## config.mk

```make
export PLATFORM = sky130hd
export DESIGN_NAME = sequential_sobel_x_flat
export DESIGN_NICKNAME = d
export VERILOG_FILES = /design/src/rtl/sequential_sobel_x_if.sv /design/src/rtl/sequential_sobel_x.sv /design/src/flat_wrapper.sv
export SDC_FILE = /design/constraint.sdc
export NUM_CORES = 1
export LEC_CHECK = 0
export ABC_AREA = 1
export CORE_MARGIN = 5
export CORE_UTILIZATION = 35
export CTS_BUF_LIST = sky130_fd_sc_hd__clkbuf_16
export CTS_CLUSTER_DIAMETER = 50
export DETAILED_ROUTE_END_ITERATION = 6
export PLACE_DENSITY = 0.62
export SLEW_MARGIN = 25
export SYNTH_ARGS = -nofsm -noshare
export SYNTH_HDL_FRONTEND = slang
export SYNTH_SLANG_ARGS = --single-unit
export TNS_END_PERCENT = 50
```

## constraint.sdc

```tcl
create_clock -name clk -period 4.2 [get_ports clk]
set_clock_uncertainty 0.05 [all_clocks]
set_input_delay 1.26 -clock clk [delete_from_list [all_inputs] [get_ports clk]]
set_output_delay 1.26 -clock clk [all_outputs]
set_load 0.005 [all_outputs]
```

## src/rtl/sequential_sobel_x_if.sv

```systemverilog
// Data bundle between a column producer and the sequential horizontal Sobel stage.
// There is no handshake: every signal is valid on every clock cycle.
interface sequential_sobel_x_if;
  logic [7:0] current_in;
  logic [9:0] left_intermediate;
  logic [9:0] right_intermediate;
  logic [9:0] current_intermediate;
  logic [9:0] sobel_X_out;

  modport master (
    output current_in,
    output left_intermediate,
    output right_intermediate,
    input  current_intermediate,
    input  sobel_X_out
  );

  modport slave (
    input  current_in,
    input  left_intermediate,
    input  right_intermediate,
    output current_intermediate,
    output sobel_X_out
  );
endinterface

```

## src/rtl/sequential_sobel_x.sv

```systemverilog
// Sequential Sobel-X stage: vertically smooths one column (weights 1,2,1) over three
// cycles and registers |right - left| of the neighbouring smoothed columns every cycle.
module sequential_sobel_x (
  input  logic                  clk,
  input  logic                  rst,
  sequential_sobel_x_if.slave   bus
);

  localparam logic [1:0] PH_TOP = 2'd0;
  localparam logic [1:0] PH_MID = 2'd1;
  localparam logic [1:0] PH_BOT = 2'd2;

  logic [1:0] phase;
  logic [9:0] acc;
  logic [9:0] col_sum;
  logic [9:0] mid_sum;
  logic [9:0] current_intermediate_q;
  logic [9:0] sobel_x_q;

  logic signed [10:0] diff;
  logic [9:0]         abs_diff;

  // 10 bits hold the worst case 255 + 2*255 + 255 = 1020 without wrapping.
  assign mid_sum = acc + {1'b0, bus.current_in, 1'b0};
  assign col_sum = acc + {2'b00, bus.current_in};

  // A 10-bit magnitude always fits once the sign is stripped (max 1023).
  assign diff     = $signed({1'b0, bus.right_intermediate}) - $signed({1'b0, bus.left_intermediate});
  assign abs_diff = diff[10] ? 10'(-diff) : diff[9:0];

  // NOTE: all state below is flops updated with non-blocking assignments, so every
  // register samples pre-edge values and the phase/accumulator pair stays consistent.
  always_ff @(posedge clk) begin
    if (rst) begin
      phase                  <= PH_TOP;
      acc                    <= '0;
      current_intermediate_q <= '0;
      sobel_x_q              <= '0;
    end else begin
      sobel_x_q <= abs_diff;
      case (phase)
        PH_TOP: begin
          acc   <= {2'b00, bus.current_in};
          phase <= PH_MID;
        end
        PH_MID: begin
          acc   <= mid_sum;
          phase <= PH_BOT;
        end
        PH_BOT: begin
          current_intermediate_q <= col_sum;
          acc                    <= '0;
          phase                  <= PH_TOP;
        end
        default: begin
          // Unreachable encoding; recover to the top row with a clean accumulator.
          acc   <= '0;
          phase <= PH_TOP;
        end
      endcase
    end
  end

  assign bus.current_intermediate = current_intermediate_q;
  assign bus.sobel_X_out          = sobel_x_q;

endmodule

```

## src/flat_wrapper.sv

```systemverilog
// flat-port wrapper written by rule: the top's interface ports become plain ports
module sequential_sobel_x_flat 
  (clk, rst, bus_current_in, bus_left_intermediate, bus_right_intermediate, bus_current_intermediate, bus_sobel_X_out);
  sequential_sobel_x_if bus_i ();
  input  logic clk;
  input  logic rst;
  input wire logic [$bits(bus_i.current_in)-1:0] bus_current_in;
  input wire logic [$bits(bus_i.left_intermediate)-1:0] bus_left_intermediate;
  input wire logic [$bits(bus_i.right_intermediate)-1:0] bus_right_intermediate;
  output wire logic [$bits(bus_i.current_intermediate)-1:0] bus_current_intermediate;
  output wire logic [$bits(bus_i.sobel_X_out)-1:0] bus_sobel_X_out;
  assign bus_i.current_in = bus_current_in;
  assign bus_i.left_intermediate = bus_left_intermediate;
  assign bus_i.right_intermediate = bus_right_intermediate;
  assign bus_current_intermediate = bus_i.current_intermediate;
  assign bus_sobel_X_out = bus_i.sobel_X_out;
  sequential_sobel_x u_core (.clk(clk), .rst(rst), .bus(bus_i));
endmodule
```

# Word-level counts from Yosys, hierarchy flattened
# Index checks and enable logic that the tools add are counted.
[totals] regBits=32 inputBits=30 elab_cells=14
[classes] addsub=4 eq_ne=2 n_mux=3 n_reduce_logical=1
[op_table] cell="$pmux W10 S2" count=1
[op_table] cell="$sub A10 B10 Y11" count=1
[op_table] cell="$add A10 B8 Y10" count=1
[op_table] cell="$add A10 B9 Y10" count=1
[op_table] cell="$mux W10" count=1
[op_table] cell="$neg A10 Y10" count=1
[op_table] cell="$pmux W2 S2" count=1
[op_table] cell="$eq A2 B1 Y1 const B" count=1
[op_table] cell="$eq A2 B2 Y1 const B" count=1
[op_table] cell="$logic_not A2 Y1" count=1

# Longest topological paths before layout
[depth] ltp_word=3 ltp_mapped=15 mapped_depth_nobuf=15

# Worst setup path after synthesis
# OpenSTA, ideal clock, no wires.
[synth_timing] path_kind="in2reg" start="input bus_right_intermediate[0]" end="register u_core.sobel_x_q[6] (netlist: u_core.bus.sobel_X_out[6])" setup_ps=115 arrival_time_ps=2776 required_time_ps=4035 setup_slack_ps=1259 stages=13 path_buffers=0 path_cell_list="inv_1 > ha_1 > fa_1 > ha_1 > inv_1 > nor2_1 > nand2_1 > nor2_2 > nand2_1 > nand2_2 > inv_1 > o21ai_2 > nor2_1"
[synth_via] elab_chain_len=3
[synth_rtl] element="start, declared" line="flat_wrapper.sv:9" rtl="input wire logic [$bits(bus_i.right_intermediate)-1:0] bus_right_intermediate;"
[synth_rtl] element="$sub A10 B10 Y11 (*)" line="sequential_sobel_x.sv:28" rtl="assign diff = $signed({1'b0, bus.right_intermediate}) - $signed({1'b0, bus.left_intermediate});"
[synth_rtl] element="$neg A10 Y10" line="sequential_sobel_x.sv:29" rtl="assign abs_diff = diff[10] ? 10'(-diff) : diff[9:0];"
[synth_rtl] element="$mux W10 (*)" line="sequential_sobel_x.sv:29"
[synth_rtl] element="end signal, assigned" line="sequential_sobel_x.sv:40" rtl="sobel_x_q <= abs_diff;"
[synth_rtl] element="end, declared" line="sequential_sobel_x.sv:18" rtl="logic [9:0] sobel_x_q;"
# Mark *: on every way between the ends. The rest lies on a longest branch, timed or not.
# A chain may end at the register's enable or synchronous reset.

# Worst setup path after layout
# Same ends and word-level chain as after synthesis.

==> metrics <==
status=completed; largest net degree at the start of global routing=17; Total GRT Usage=13.3%; core region area=6830 um2; Port Buf Inserts=49; worst hold path startpoint=u_core.acc[0]$_SDFFE_PP0N_; Routed Antenna Nets=0; Crit-path slowest cell=fa_1; initial antenna violation count=0; die width=94.0 um; DR WL/cell=10.6 um; Initial Util=36.2%; # diodes=0; # resized after CTS=0; Compound-Gate Fraction of Synth Area=14.2%; Setup-failing EPs final=0; fill count=733; GP Congestion=0.787; row count=30; DRC violations left=0; XOR/XNOR Fraction of Synth Area=2.48%; Worst-Skew Late Latency=0.28 ns; clk buf depth=2; CP top delay family=adder cells; io pins=50; CP Launch Point=bus_right_intermediate[0]; WP data arrival=3.35 ns; element type at the critical path start=primary input; share of cells above drive strength 1=6.51%; Area growth syn-to-layout=29.8%; post-synthesis average cell area=6.57 um2; worst vdd ir=0.000161 V; Vias per Instance=4.52; critical path fanouts, max=4; Syn Nets=436; DP HPWL=4640 um; Fmax=309 MHz; WL final=5580 um; final core utilization=46.9%; Seq/Total Area, Yosys=25.9%; min Tclk post-route=3.23 ns; mux cell area share after synthesis=0%; worst-margin pin slew=0.949 ns; Synth Area in Simple Gates=30.8%; RSZ-0062 raised after global routing=no; Cells after Synth=376; Die Ht=94.0 um; adder and majority cell fraction of the synthesized area=16.1%; Max transition margin=36.5%; Post-CTS Setup Inserts=0; htree depth=2; Critical path buffers and inverters=4; DP Worst Slack=0.678 ns; Critical R2R Launch=u_core.acc[0]$_SDFFE_PP0N_; Via Count=2378; TritonCTS clock tree=yes; Yosys warnings=0; PD cells=330 nW/um2; Max-cap violations=0; max incr delay on CP=0.53 ns; TNS Setup=0 ns; final period utilization=77.0%; First-pass DRT Iterations=4; CTS Sinks=32; count of pins over their slew limit=0; Hold WC Path Type=register to register; Final Hold Fails=0; vias in the first global route=2174; CP dominant cell by count=inv_1; cell chain of the critical path=clkdlybuf4s50_1 > inv_1 > ha_1 > fa_1 > ha_1 > inv_1 > nor2_1 > nand2_1 > nor2_2 > nand2_1 > nand2_2 > inv_1 > o21ai_2 > nor2_1; Yosys cell types=29; CTS Buf Count=5; Crit. End Element=register; hold slack final=0.440 ns; grt ovf=0; CP Class=primary input to register; Critical Path RT=4.32 ns; DRT iter0 DRCs=79; CTS clk-pin slew, worst paths=0.05 ns; fin worst setup slack=0.966 ns; Netlist Area Pre-Place=2470 um2; largest family of logic cells by synthesized area=simple AND/OR/NAND/NOR gates; Root Buffer=clkbuf_16; Seq cells post-synth=32; DIE AREA=8840 um2; global-route wire length before repair=9700 um; # hold bufs at CTS=0; Layout Nets=489; LEAKAGE=1.58 nW
==> cells in the mapped netlist (all sizes together) <==
cell type	instances	area (um2)
a21boi	1	7.51
a21oi	32	171
a22o	1	8.76
a31oi	1	6.26
buf	2	10.0
clkbuf	1	3.75
clkinv	1	3.75
dfxtp	32	641
fa	3	60.1
ha	27	338
inv	64	240
nand2	93	372
nand3	30	155
nand3b	1	7.51
nand4	4	25.0
nor2	43	171
nor3	5	30.0
o211ai	3	22.5
o21a	1	7.51
o21ai	24	128
xor2	7	61.3
==> cell families (layout without fill, tap and decap cells) <==
family                   after synthesis  count (layout)
AND/OR/NAND/NOR                      176             176
XOR/XNOR                               7               7
AO/OA/AOI/OAI                         63              63
flip-flops                            32              32
buffers and inverters                 68             122
adder cells (fa/ha/maj)               30              30
==> stage by stage <==
step | power [mW] | std cells | instance area, um2
global placement | 0.717 | 518 | 3070
detailed placement | 0.721 | 518 | 3070
finish | 1.06 | 526 | 3210
floorplan | 0.598 | 376 | 2470
CTS | 1.07 | 526 | 3210
global route | 1.13 | 526 | 3210
==> registers in the layout (all words and copies together) (netlist names) <==
name and count:
u_core.phase 2, u_core.bus.current_intermediate 10, u_core.acc 10, u_core.bus.sobel_X_out 10
==> cells in the final DEF, fill, tap and decap left out, drive strengths merged, types with 4 or more instances in the layout <==
cell / n
nand2: 93
inv: 64
clkdlybuf4s50: 49
nor2: 43
dfxtp: 32
a21oi: 32
nand3: 30
ha: 27
o21ai: 24
xor2: 7
clkbuf: 5
nor3: 5
nand4: 4
clkinv: 4
==> power breakdown <==
part           switching, mW  internal, mW  leakage, nW
Combinational          0.199         0.163         1.25
Clock                  0.127         0.215       0.0710
Sequential            0.0171         0.336        0.264
Total                  0.343         0.714         1.58
==> cell type report <==
cell class | instances | area [um2] | share of cell area (%)
multi-input cells | 276 | 1570 | 49.0
flip-flops and latches | 32 | 641 | 20.0
repair buffers | 49 | 490 | 15.3
inverters | 65 | 244 | 7.61
clock buffers | 5 | 125 | 3.90
well taps | 96 | 120 | 3.75
clock inverters | 3 | 13.8 | 0.429
==> metal layers <==
layer | vias up | share of wire, % | GRT usage, %
met5 | - | 0 | 0
met4 | 0 | 1.5 | 3.61
met3 | 10 | 4.2 | 2.64
met2 | 37 | 41 | 19.9
met1 | 1013 | 53 | 19.3
li1 | 1318 | - | -
==> worst paths after layout <==
check	endpoint	slack, ns	cells past startpoint
worst max-delay path	u_core.bus.sobel_X_out[6]$_SDFF_PP0_	0.97	14
worst min-delay path	u_core.acc[0]$_SDFFE_PP0N_	0.44	1
worst max register to register	u_core.bus.current_intermediate[8]$_SDFFE_PP0N_	2.18	11
worst min register to register	u_core.acc[0]$_SDFFE_PP0N_	0.44	1
(Power assumes the default switching activity.)
